## src/rtl/dmi_jtag_access.sv

```systemverilog
// JTAG-side DMI initiator: owns the 41-bit DMI DR and issues one request at a time into the DMI CDC.
// Request valid one tck after Update-DR, held until ready; responses are always accepted outside Read/Write.
package dm;
    localparam int unsigned DataWidth    = 32;
    localparam int unsigned DmiAddrWidth = 7;

    typedef struct packed {
        logic [DmiAddrWidth-1:0] addr;
        logic [1:0]              op;
        logic [DataWidth-1:0]    data;
    } dmi_req_t;

    typedef struct packed {
        logic [DataWidth-1:0] data;
        logic [1:0]           resp;
    } dmi_resp_t;
endpackage

module dmi_jtag_access #(
    parameter int unsigned AddrWidth = 7
) (
    input  logic          tck_i,
    input  logic          trst_ni,
    input  logic          dmi_select_i,
    input  logic          capture_dr_i,
    input  logic          shift_dr_i,
    input  logic          update_dr_i,
    input  logic          test_logic_reset_i,
    input  logic          tdi_i,
    output logic          tdo_o,
    input  logic          dmireset_i,
    input  logic          dmihardreset_i,
    output logic [1:0]    dmistat_o,
    output dm::dmi_req_t  dmi_req_o,
    output logic          dmi_req_valid_o,
    input  logic          dmi_req_ready_i,
    input  dm::dmi_resp_t dmi_resp_i,
    input  logic          dmi_resp_valid_i,
    output logic          dmi_resp_ready_o,
    output logic          dmi_clear_o
);
    localparam int unsigned DataWidth = dm::DataWidth;
    localparam int unsigned DrWidth   = AddrWidth + DataWidth + 2;

    localparam logic [1:0] OpRead   = 2'd1;
    localparam logic [1:0] OpWrite  = 2'd2;
    localparam logic [1:0] StNone   = 2'd0;
    localparam logic [1:0] StFailed = 2'd2;
    localparam logic [1:0] StBusy   = 2'd3;

    typedef enum logic [2:0] {
        Idle,
        Read,
        WaitRead,
        Write,
        WaitWrite
    } state_e;

    state_e                r_state;
    logic [AddrWidth-1:0]  r_addr;
    logic [DataWidth-1:0]  r_data;
    logic [DrWidth-1:0]    r_dr;
    logic [1:0]            r_error;
    logic                  r_clear;

    logic                  w_capture;
    logic                  w_shift;
    logic                  w_update;
    logic                  w_hard;
    logic                  w_busy;
    logic                  w_err_clean;
    logic [1:0]            w_dr_op;
    logic [AddrWidth-1:0]  w_dr_addr;
    logic [DataWidth-1:0]  w_dr_data;
    logic [1:0]            w_req_op;
    logic [1:0]            w_resp_err;

    assign w_capture   = capture_dr_i & dmi_select_i;
    assign w_shift     = shift_dr_i & dmi_select_i;
    assign w_update    = update_dr_i & dmi_select_i;
    assign w_hard      = dmihardreset_i | test_logic_reset_i;
    assign w_busy      = (r_state != Idle);
    assign w_err_clean = (r_error == StNone);

    assign w_dr_op   = r_dr[1:0];
    assign w_dr_data = r_dr[DataWidth+1:2];
    assign w_dr_addr = r_dr[DrWidth-1 -: AddrWidth];

    assign w_req_op = (r_state == Read)  ? OpRead  :
                      (r_state == Write) ? OpWrite : 2'd0;

    // Only failure codes latch into dmistat; success and reserved codes leave it alone.
    assign w_resp_err = ((dmi_resp_i.resp == StFailed) || (dmi_resp_i.resp == StBusy))
                        ? dmi_resp_i.resp : StNone;

    assign tdo_o            = r_dr[0];
    assign dmistat_o        = r_error;
    assign dmi_clear_o      = r_clear;
    assign dmi_req_valid_o  = (r_state == Read) || (r_state == Write);
    assign dmi_resp_ready_o = !dmi_req_valid_o;
    assign dmi_req_o        = {r_addr, w_req_op, r_data};

    always_ff @(posedge tck_i or negedge trst_ni) begin
        if (!trst_ni) begin
            r_state <= Idle;
            r_addr  <= '0;
            r_data  <= '0;
            r_dr    <= '0;
            r_error <= StNone;
            r_clear <= 1'b0;
        end else if (w_hard) begin
            // Abandon any in-flight request; the CDC is flushed by the clear pulse.
            r_state <= Idle;
            r_addr  <= '0;
            r_data  <= '0;
            r_error <= StNone;
            r_clear <= 1'b1;
        end else begin
            r_clear <= 1'b0;

            if (w_capture) begin
                r_dr <= {r_addr, r_data, (w_busy ? StBusy : r_error)};
                if (w_busy && w_err_clean) begin
                    r_error <= StBusy;
                end
            end else if (w_shift) begin
                r_dr <= {tdi_i, r_dr[DrWidth-1:1]};
            end

            unique case (r_state)
                Idle: begin
                    if (w_update && w_err_clean) begin
                        if (w_dr_op == OpRead) begin
                            r_addr  <= w_dr_addr;
                            r_state <= Read;
                        end else if (w_dr_op == OpWrite) begin
                            r_addr  <= w_dr_addr;
                            r_data  <= w_dr_data;
                            r_state <= Write;
                        end
                    end
                end
                Read: begin
                    if (dmi_req_ready_i) begin
                        r_state <= WaitRead;
                    end
                end
                Write: begin
                    if (dmi_req_ready_i) begin
                        r_state <= WaitWrite;
                    end
                end
                WaitRead, WaitWrite: begin
                    if (dmi_resp_valid_i) begin
                        r_state <= Idle;
                        if ((r_state == WaitRead) && (dmi_resp_i.resp == StNone)) begin
                            r_data <= dmi_resp_i.data;
                        end
                        if (w_err_clean && (w_resp_err != StNone)) begin
                            r_error <= w_resp_err;
                        end
                    end
                end
                default: r_state <= Idle;
            endcase

            if (w_update && w_busy && w_err_clean) begin
                r_error <= StBusy;
            end

            if (dmireset_i) begin
                r_error <= StNone;
            end
        end
    end
endmodule
```

## config.mk

```make
export PLATFORM = sky130hd
export DESIGN_NAME = dmi_jtag_access
export DESIGN_NICKNAME = d
export VERILOG_FILES = /design/src/rtl/dmi_jtag_access.sv
export SDC_FILE = /design/constraint.sdc
export NUM_CORES = 1
export LEC_CHECK = 0
export ABC_AREA = 1
export CORE_MARGIN = 1
export CORE_UTILIZATION = 45
export CTS_BUF_LIST = sky130_fd_sc_hd__clkbuf_8 sky130_fd_sc_hd__clkbuf_16
export CTS_CLUSTER_DIAMETER = 40
export CTS_CLUSTER_SIZE = 40
export DETAILED_ROUTE_END_ITERATION = 6
export GPL_ROUTABILITY_DRIVEN = 1
export PLACE_DENSITY = 0.71
export RECOVER_POWER = 100
export SYNTH_ARGS = -nofsm -noshare
export SYNTH_HDL_FRONTEND = slang
export SYNTH_SLANG_ARGS = --single-unit
export TNS_END_PERCENT = 50
```

## constraint.sdc

```tcl
create_clock -name tck_i -period 1.8 [get_ports tck_i]
set_input_delay 0.18 -clock tck_i [delete_from_list [all_inputs] [get_ports tck_i]]
set_output_delay 0.18 -clock tck_i [all_outputs]
set_load 0.01 [all_outputs]
```

==> results of run 1 <==
power groups by stage:
stage	combinational, mW	clock (mW)	sequential, mW
floorplan	1.12	0	2.58
global placement	2.01	0	2.56
detailed placement	2.05	0	2.56
CTS	2.07	1.40	2.53
global route	2.30	1.48	2.57
finish	2.03	1.39	2.53
metrics by stage:
step	setup TNS, ps	setup slack [ps]	std cells	power [mW]	area, um2
finish	0	79.12	865	5.948	6016
global route	-12.25	-12.25	865	6.346	6016
CTS	0	19.62	865	5.998	6006
detailed placement	0	47.95	848	4.615	5797
global placement	0	118.3	848	4.568	5797
floorplan	0	402.7	641	3.694	4633
critical path: cells and delay by family (launching register included):
family | cells | cell delay, ps
and+or+nand+nor | 1 | 170
DFF | 1 | 460
buffers and inverters | 1 | 560
state kept, by name (all words and copies together), names as in the netlist:
name / flops
r_state: 3
dmistat_o: 2
r_addr: 7
dmi_clear_o: 1
r_data: 32
r_dr: 41
cell families after synthesis:
| group | Yosys count | synth area share [%] |
|---|---|---|
| compound gates | 97 | 13.18 |
| flops | 86 | 46.45 |
| buf+inv | 127 | 10.86 |
| simple gates | 331 | 29.52 |
placed cells by master (no fill, tap or decap), drive strengths merged, types with 2 or more instances in the layout:
cell	synthesis	layout
nand2	201	201
inv	87	89
dfrtp	86	86
nand3	72	72
clkdlybuf4s50	0	64
nor2	52	52
o21ai	43	43
o211ai	40	40
dlygate4sd3	0	25
buf	25	20
clkbuf	15	12
o31ai	7	7
nor3	3	3
clkinvlp	0	3
a21oi	2	2
a31oi	2	2
o22ai	2	2
dlygate4sd2	0	2
cell type report:
class                           instances  area [um2]
Clock inverter                          7       73.82
Sequential cell                        86        2153
Inverter                               87       326.6
Fill cell                             886        3849
Timing Repair Buffer                  115        1177
Multi-Input combinational cell        428        1994
Clock buffer                            9       123.9
Tap cell                              133       166.4
cell usage after synthesis, drive strengths merged:
| master | number |
|---|---|
| nand3 | 72 |
| o31ai | 7 |
| o21bai | 1 |
| buf | 25 |
| or2 | 1 |
| nor2 | 52 |
| clkbuf | 15 |
| dfrtp | 86 |
| o211ai | 40 |
| a31oi | 2 |
| o21ai | 43 |
| a21oi | 2 |
| nand4 | 1 |
| o22ai | 2 |
| nand3b | 1 |
| inv | 87 |
| nor3 | 3 |
| nand2 | 201 |
timing repair:
action                     4_1_cts  5_1_grt
hold endpoints to repair        35        0
setup endpoints to repair        4       34
gates resized for setup          4        5
hold buffers                     1        0
per-layer routing:
metal  wire, um  vias up  track usage (%)
li1           -     2208                -
met1       5762     2118            33.46
met2       5575      151            39.23
met3        538       20            3.226
met4        185        0            7.909
met5          0        -                0
how the worst max path moves through the flow:
| stage | startpoint | end | slack [ps] | depth (start not counted) |
|---|---|---|---|---|
| global route | r_state[2] | r_data[15] | -10 | 9 |
| CTS | r_state[0] | dmi_resp_ready_o | 20 | 4 |
| finish | r_state[2] | dmi_req_valid_o | 80 | 2 |
| floorplan | r_state[1] | r_data[0] | 400 | 9 |
| detailed placement | test_logic_reset_i | r_data[15] | 50 | 9 |
| global placement | test_logic_reset_i | r_data[8] | 120 | 9 |
==> impl_results.md, run 1 <==
- Avg Inst Size Synth: ~7.2 um2
- Synth Cell Area: between 0.004 and 0.005 mm2
- Global-route wire length before repair: between 15000 and 20000 um
- Layout cells sized above 1: around 7.0%
- Final max-slew violation count: 0
- Final hold violations: 0
- CTS H-tree lvls: 3
- Final ANT Viol Nets: 0
- Flop-to-flop setup slack: about 120 ps
- Core Rows: 36
- Inserted Clock Buffers: 9
- Crit path capture type: output port
- Crit path cell chain: nor2_2 -> clkdlybuf4s50_1
- Antenna violations before repair: 0
- Gr ovfl total: 0
- Worst slew margin: a little over a third
- Status: finished clean
- Clock root buffer: clkbuf_8
- Power per cell area: a little under 1000 mW/mm2
- Hold depth: 3
- Number of diodes: 0
- Critical path startpoint category: register
- Worst Max-Slew Pin Slew: approximately 970 ps
- Core Box Area: slightly below 0.01 mm2
- GRT Total Usage: 24.14%
- WS Path Type: register to output port
- CTS tree: done
- Clock Tree Buf Depth: 2
- Synthesized Nets: about 690
- Tmin final: 1721 ps
- TritonRoute pass-1 iters: 5
- Dpl hpwl: around 7900 um
- Die W: 103.5 um
- CP arrival: 1540 ps
- Largest net degree at the start of global routing: 59
- RSZ-0062 raised after global routing: true
- Net Sw Frac: 35.70%
- Share of the synthesized area in the top cell type: approximately 46%
- CP Data Required Time: approximately 1600 ps
- Worst reg2reg path endpoint: r_data[15]
- Vias in the first global route: ~4200
- Combinational Power Share: between 30% and 40%
- Critical path fanouts, max: 6
- Switching power: between 2 and 2.5 mW
- P&R area growth vs syn: 29.84%
- Post-layout nets: between 700 and 800
- Yosys top cell by area: dfrtp_1
- Port bufs: 92
- Synth top area cells: dfrtp_1 46%, nand2_1 16%, nand3_1 7.6%, inv_1 6.8%, o211ai_1 6.5%
- Part of the power in registers: a little over two fifths
- Die ar.: 0.01071 mm2
- Setup bufs post-CTS: 0
- Number of synthesis warnings: 0
- Worst Hold Launch: tdi_i
- R2r startpoint: r_state[2]
- Hold EP: r_dr[40]
- Worst-Skew Late Latency: about 360 ps
- Max IR drop VDD: 0.0004248 V
- Top-Level Pins: between 90 and 100
- Max Freq: a little under 600 MHz
- Synth Register Bits: 86
- Clk pwr share: between 20% and 30%
- Worst-path clk slew: about 90 ps
- Reg2reg path depth: 9
- Drt total wl: roughly 12000 um
- DRC errors left: 0
- Max cap viols: 0
- Post-Synthesis Cells: approximately 640
- Crit-path slowest cell: clkdlybuf4s50_1
- Fin util: 60.98%
- TritonCTS Sinks: 86
- Leak: ~3.1 nW
- Die height: about 100 um
- Iteration-0 DRC Markers: 260
- Max incr delay on CP: about 560 ps
- Ratio of final minimum period to clock period: a little over nine tenths
- Routability Congestion: about 0.89
- Seq/Total Area, Yosys: a little under half
- Synth cell types: 24
- Pint: about 3.8 mW
- Via count: ~4500
- DR vias/cell: ~5.2
- Layout Skew: around 9.4 ps
- WL/cell: roughly 14 um
- Initial Util: 46.97%
- WHS: 412.7 ps
- HP Class: input pin to register
- Finish-stage setup viols: 0
No activity file was read; power rests on OpenSTA's default activity.
==> run 2, diff against run 1 <==
--- a/config.mk
+++ b/config.mk
@@ -9,10 +9,9 @@
 export CORE_MARGIN = 1
 export CORE_UTILIZATION = 45
 export CTS_BUF_LIST = sky130_fd_sc_hd__clkbuf_8 sky130_fd_sc_hd__clkbuf_16
-export CTS_CLUSTER_DIAMETER = 40
-export CTS_CLUSTER_SIZE = 40
 export DETAILED_ROUTE_END_ITERATION = 6
 export GPL_ROUTABILITY_DRIVEN = 1
+export GPL_TIMING_DRIVEN = 0
 export PLACE_DENSITY = 0.71
 export RECOVER_POWER = 100
 export SYNTH_ARGS = -nofsm -noshare
==> impl_results.md, run 2 (synthesized netlist as in run 1, its figures left out) <==
- Drt total wl: between 10000 and 15000 um
- P&R area growth vs syn: 28.68%
- Critical path fanouts, max: 10
- Post-layout nets: approximately 800
- TritonRoute pass-1 iters: 5
- Final hold violations: 0
- Status: finished clean
- DRC errors left: 0
- GRT Total Usage: approximately 25%
- Die W: just over 100 um
- Leak: 3.154 nW
- Fin util: slightly above 60%
- Core Rows: 36
- Top flop regs: r_dr: 41 flops, r_data: 32 flops, r_addr: 7 flops
- Ratio of final minimum period to clock period: between 90% and 100%
- Top-Level Pins: between 90 and 100
- Setup TNS: 0 ps
- TritonCTS Sinks: 86
- Final ANT Viol Nets: 0
- DR vias/cell: just over 5
- Layout Skew: about 11 ps
- Worst-path clk slew: 90 ps
- Inserted Clock Buffers: 9
- Fillers: slightly above 900
- Number of diodes: 0
- Final Power: 5.774 mW
- Gr ovfl total: 0
- Clock Tree Buf Depth: 2
- CP arrival: a little over 2000 ps
- Die ar.: ~0.011 mm2
- Max cap viols: 0
- Largest register FFs: a little over 40
- Tmin final: approximately 1700 ps
- Dpl hpwl: 8867 um
- Critical path startpoint category: register
- Worst-Skew Late Latency: 360 ps
- Routability Congestion: between 0.8 and 0.9
- Max Freq: about 570 MHz
- Initial Util: between 40% and 50%
- Via count: approximately 4600
- Layout cells sized above 1: 7.846%
- RSZ-0062 raised after global routing: true
- Vias in the first global route: roughly 4200
- Finish-stage setup viols: 0
- CP Data Required Time: 2100 ps
- CTS tree: done
- Power per cell area: 968.5 mW/mm2
- Crit path capture type: register
- Top reg by flops: r_dr
- Placed cell area: approximately 0.0057 mm2
- Final setup margin: around 54 ps
- Port bufs: just over 90
- Die height: approximately 100 um
- Core Box Area: 0.009864 mm2
- Iteration-0 DRC Markers: 293
- Worst slew margin: between 40% and 50%
- Most frequent cells in the layout: 199 x nand2_1, 84 x dfrtp_1, 83 x inv_1, 69 x nand3_1, 49 x nor2_1
- Worst slack, placed: -277.4 ps
- Largest net degree at the start of global routing: 55
- Global-route wire length before repair: between 20000 and 25000 um
- Clock root buffer: clkbuf_8
- Worst Max-Slew Pin Slew: between 800 and 900 ps
- CTS H-tree lvls: 3
- HP Class: input pin to async pin
- Design Area, Final: 0.005962 mm2
- WS Path Type: register to register
- WL/cell: 14.24 um
- Antenna violations before repair: 0
- Final max-slew violation count: 0
- Max IR drop VDD: 0.0004965 V
- Commonest non-fill, non-tap cell in the layout: nand2_1
==> run 2: power breakdown <==
group | total [mW] | switching (mW) | internal [mW]
Combinational | 1.96 | 1.16 | 0.801
Sequential | 2.53 | 0.224 | 2.30
Clock | 1.29 | 0.742 | 0.544
Total | 5.77 | 2.13 | 3.65
==> run 2: routing by layer <==
| metal | vias to the layer above | wire [um] | GRT usage [%] |
|---|---|---|---|
| met5 | - | 0 | 0 |
| met4 | 0 | 134 | 7.259 |
| met3 | 11 | 884 | 2.823 |
| met2 | 187 | 5965 | 40.14 |
| met1 | 2101 | 5617 | 35.96 |
| li1 | 2255 | - | - |
==> run 2: final cells by class <==
cell class	count	area (um2)	area share, %
repair buffers	95	942.2	15.80
inverters	87	326.6	5.477
flip-flops and latches	86	2155	36.14
clock buffers	10	137.6	2.308
multi-input cells	428	1988	33.35
plain buffers	40	201.4	3.379
well taps	133	166.4	2.791
clock inverters	6	45.04	0.7555
==> run 2: what timing repair did <==
item | in CTS | in global routing
endpoints found under the hold margin | 32 | 0
hold buffers | 1 | 0
setup buffers | 0 | 1
pin swaps | 0 | 0
endpoints found under the setup margin | 34 | 60
resized for setup | 7 | 18
==> run 2: stage by stage <==
stage                     instances  hold slack, ps
after floorplan                 641          -115.6
after global placement          866           490.7
after detailed placement        867           161.0
after CTS                       884           311.3
after global routing            885           482.7
final                           885           443.7
==> run 2: worst paths after layout <==
check | start | end | slack (ps) | depth (start not counted)
worst min-delay path | trst_ni | r_data[2] | 440 | 2
worst max register to register | r_state[2] | r_data[5] | 50 | 9
min in group tck_i | tdi_i | r_dr[40] | 460 | 3
max in group asynchronous | trst_ni | r_state[1] | 360 | 3
worst max-delay path | r_state[2] | r_data[5] | 50 | 9
worst min register to register | r_data[4] | r_data[4] | 510 | 2
==> run 2: critical path: stages, from the launching register on <==
cell and delay (ps):
dfrtp_2 440, inv_2 60, nand3_2 190, nand2_4 140, nand2_1 90, nor2_1 50, nor2_2 240, clkbuf_4 290
nand3_1 100, nand2_1 80
==> run 3, diff against run 2 <==
==> constraint.sdc (replaced) <==
create_clock -name tck_i -period 1.9 [get_ports tck_i]
set_input_delay 0.19 -clock tck_i [delete_from_list [all_inputs] [get_ports tck_i]]
set_output_delay 0.19 -clock tck_i [all_outputs]
set_load 0.01 [all_outputs]
==> impl_results.md, run 3 (synthesized netlist as in run 1, its figures left out) <==
- CP bufs+invs: 3
- Commonest non-fill, non-tap cell in the layout: nand2_1
- Max IR drop VDD: ~0.00046 V
- Final max-slew violation count: 0
- GRT Total Usage: between 20% and 30%
- Design Area, Final: between 0.005 and 0.006 mm2
- Die height: 103.5 um
- Iteration-0 DRC Markers: 300
- Layout Skew: 12.71 ps
- Gr ovfl total: 0
- Drt total wl: 12580 um
- Max incr delay on CP: 540 ps
- Clock root buffer: clkbuf_8
- Reg2reg path depth: 9
- WS Path Type: register to output port
- Worst reg2reg path endpoint: r_data[5]
- Layout cells sized above 1: slightly below 7%
- Inst Count DP: about 870
- Initial Util: between 40% and 50%
- Met3 usage: under 10%
- Finish-stage setup viols: 0
- Crit path cell chain: inv_1 -> nor2_2 -> inv_1 -> clkdlybuf4s50_1
- Switching power: 2.012 mW
- Largest net degree at the start of global routing: 55
- Tmin final: 1800 ps
- CTS tree: done
- Critical path startpoint category: register
- Setup bufs post-CTS: 0
- Crit path capture type: output port
- R2r startpoint: r_state[2]
- Power per cell area: roughly 920 mW/mm2
- Busiest layer in global routing: met2
- Via count: approximately 4500
- Worst-path clk slew: 90 ps
- Die W: approximately 100 um
- Top flop regs: r_dr: 41 flops, r_data: 32 flops, r_addr: 7 flops
- P&R area growth vs syn: 28.44%
- Vias in the first global route: about 4200
- Critical path fanouts, max: 4
- HP Class: input pin to async pin
- Core Rows: 36
- Sequential cell area: about 0.0022 mm2
- Net Sw Frac: a little under two fifths
- CTS H-tree lvls: 3
- Crit-path slowest cell: clkdlybuf4s50_1
- Max Freq: between 500 and 600 MHz
- WHS: between 400 and 500 ps
- TritonCTS Sinks: 86
- Combinational Power Share: roughly a third
- Antenna violations before repair: 0
- CP Data Required Time: approximately 1700 ps
- Flop-to-flop setup slack: approximately 110 ps
- Grt met1 use: 35.96%
- WL/cell: about 14 um
- Routability Congestion: between 0.8 and 0.9
- Clk pwr share: between 20% and 30%
- Top reg by flops: r_dr
- Die ar.: 0.01071 mm2
- Global-route wire length before repair: 20680 um
- Port bufs: a little over 90
- Most frequent CP cell: inv_1
- RSZ-0062 raised after global routing: false
- Area of the multi-input gates: just under 0.002 mm2
- Post-layout nets: a little under 800
- Final hold violations: 0
- Max cap viols: 0
- Worst slew margin: 41.33%
- Final std cells w/o fill: around 880
- Clock Tree Buf Depth: 2
- Fillers: ~900
- Leak: between 3 and 4 nW
- Placed cell area: 0.005746 mm2
- Final ANT Viol Nets: 0
- CP arrival: roughly 1600 ps
- Core Box Area: roughly 0.0099 mm2
- Grt met2 use: about two fifths
- Top-Level Pins: 93
- Status: finished clean
- Worst Max-Slew Pin Slew: roughly 900 ps
- DR vias/cell: 5.115
- Pint: 3.447 mW
- Crit path max-delay family: buffers and inverters
- Part of the power in registers: a little over two fifths
- Inserted Clock Buffers: 9
- Largest register FFs: between 40 and 50
- TritonRoute pass-1 iters: 5
- Number of diodes: 0
- Worst-Skew Late Latency: ~360 ps
- Dpl hpwl: between 8000 and 9000 um
- Most frequent cells in the layout: 199 x nand2_1, 84 x inv_1, 84 x dfrtp_1, 70 x nand3_1, 49 x nor2_1
- DRC errors left: 0
- Ratio of final minimum period to clock period: between 90 and 100%
[run 3: layer usage]
layer	up-vias	routed length, um
met3	10	746
li1	2252	-
met2	154	5903
met4	0	120
met5	-	0
met1	2106	5806
[run 3: final cells by class]
class                   instances  area share (%)
flip-flops and latches         86           36.21
multi-input cells             428           33.33
repair buffers                 94           15.98
inverters                      87           5.488
plain buffers                  40           3.133
well taps                     133           2.796
clock buffers                  10           2.313
clock inverters                 6          0.7569
[run 3: power groups by stage]
stage / clock [mW] / combinational [mW] / sequential [mW]
2_1_floorplan: 0 / 1.06 / 2.44
3_3_place_gp: 0 / 1.84 / 2.43
3_5_place_dp: 0 / 1.89 / 2.43
4_1_cts: 1.24 / 1.90 / 2.40
5_1_grt: 1.31 / 2.08 / 2.43
6_report: 1.22 / 1.85 / 2.39
[run 3: timing repair]
action / 4_1_cts / 5_1_grt
endpoints found under the hold margin: 32 / 0
endpoints found under the setup margin: 2 / 33
hold buffers: 1 / 0
gates resized for setup: 4 / 6
[run 3: worst max-delay path by stage]
| stage | start | end | slack (ps) | cells after the start |
|---|---|---|---|---|
| 6_report | r_state[0] | dmi_resp_ready_o | 100 | 4 |
| 5_1_grt | r_state[0] | r_data[0] | 7 | 10 |
| 4_1_cts | r_state[1] | r_data[5] | 50 | 10 |
| 3_5_place_dp | test_logic_reset_i | r_dr[14] | -190 | 7 |
| 3_3_place_gp | trst_ni | r_state[1] | -2560 | 1 |
| 2_1_floorplan | r_state[1] | r_data[0] | 500 | 9 |
[run 3: worst register-to-register path, delay by kind of cell (launching register included)]
kind                   cells  cell delay [ps]
AND/OR/NAND/NOR            7              920
buffers and inverters      2              370
flip-flops                 1              450
[run 3: stage by stage]
stage               TNS, ps  setup slack [ps]  util [%]  power [mW]
floorplan                 0             502.7         -       3.500
global placement    -224860             -2560     57.99       4.271
detailed placement    -8124            -187.4     58.24       4.318
CTS                       0             52.97     60.21       5.539
global route              0             6.514     60.32       5.824
finish                    0             99.75     60.32       5.459
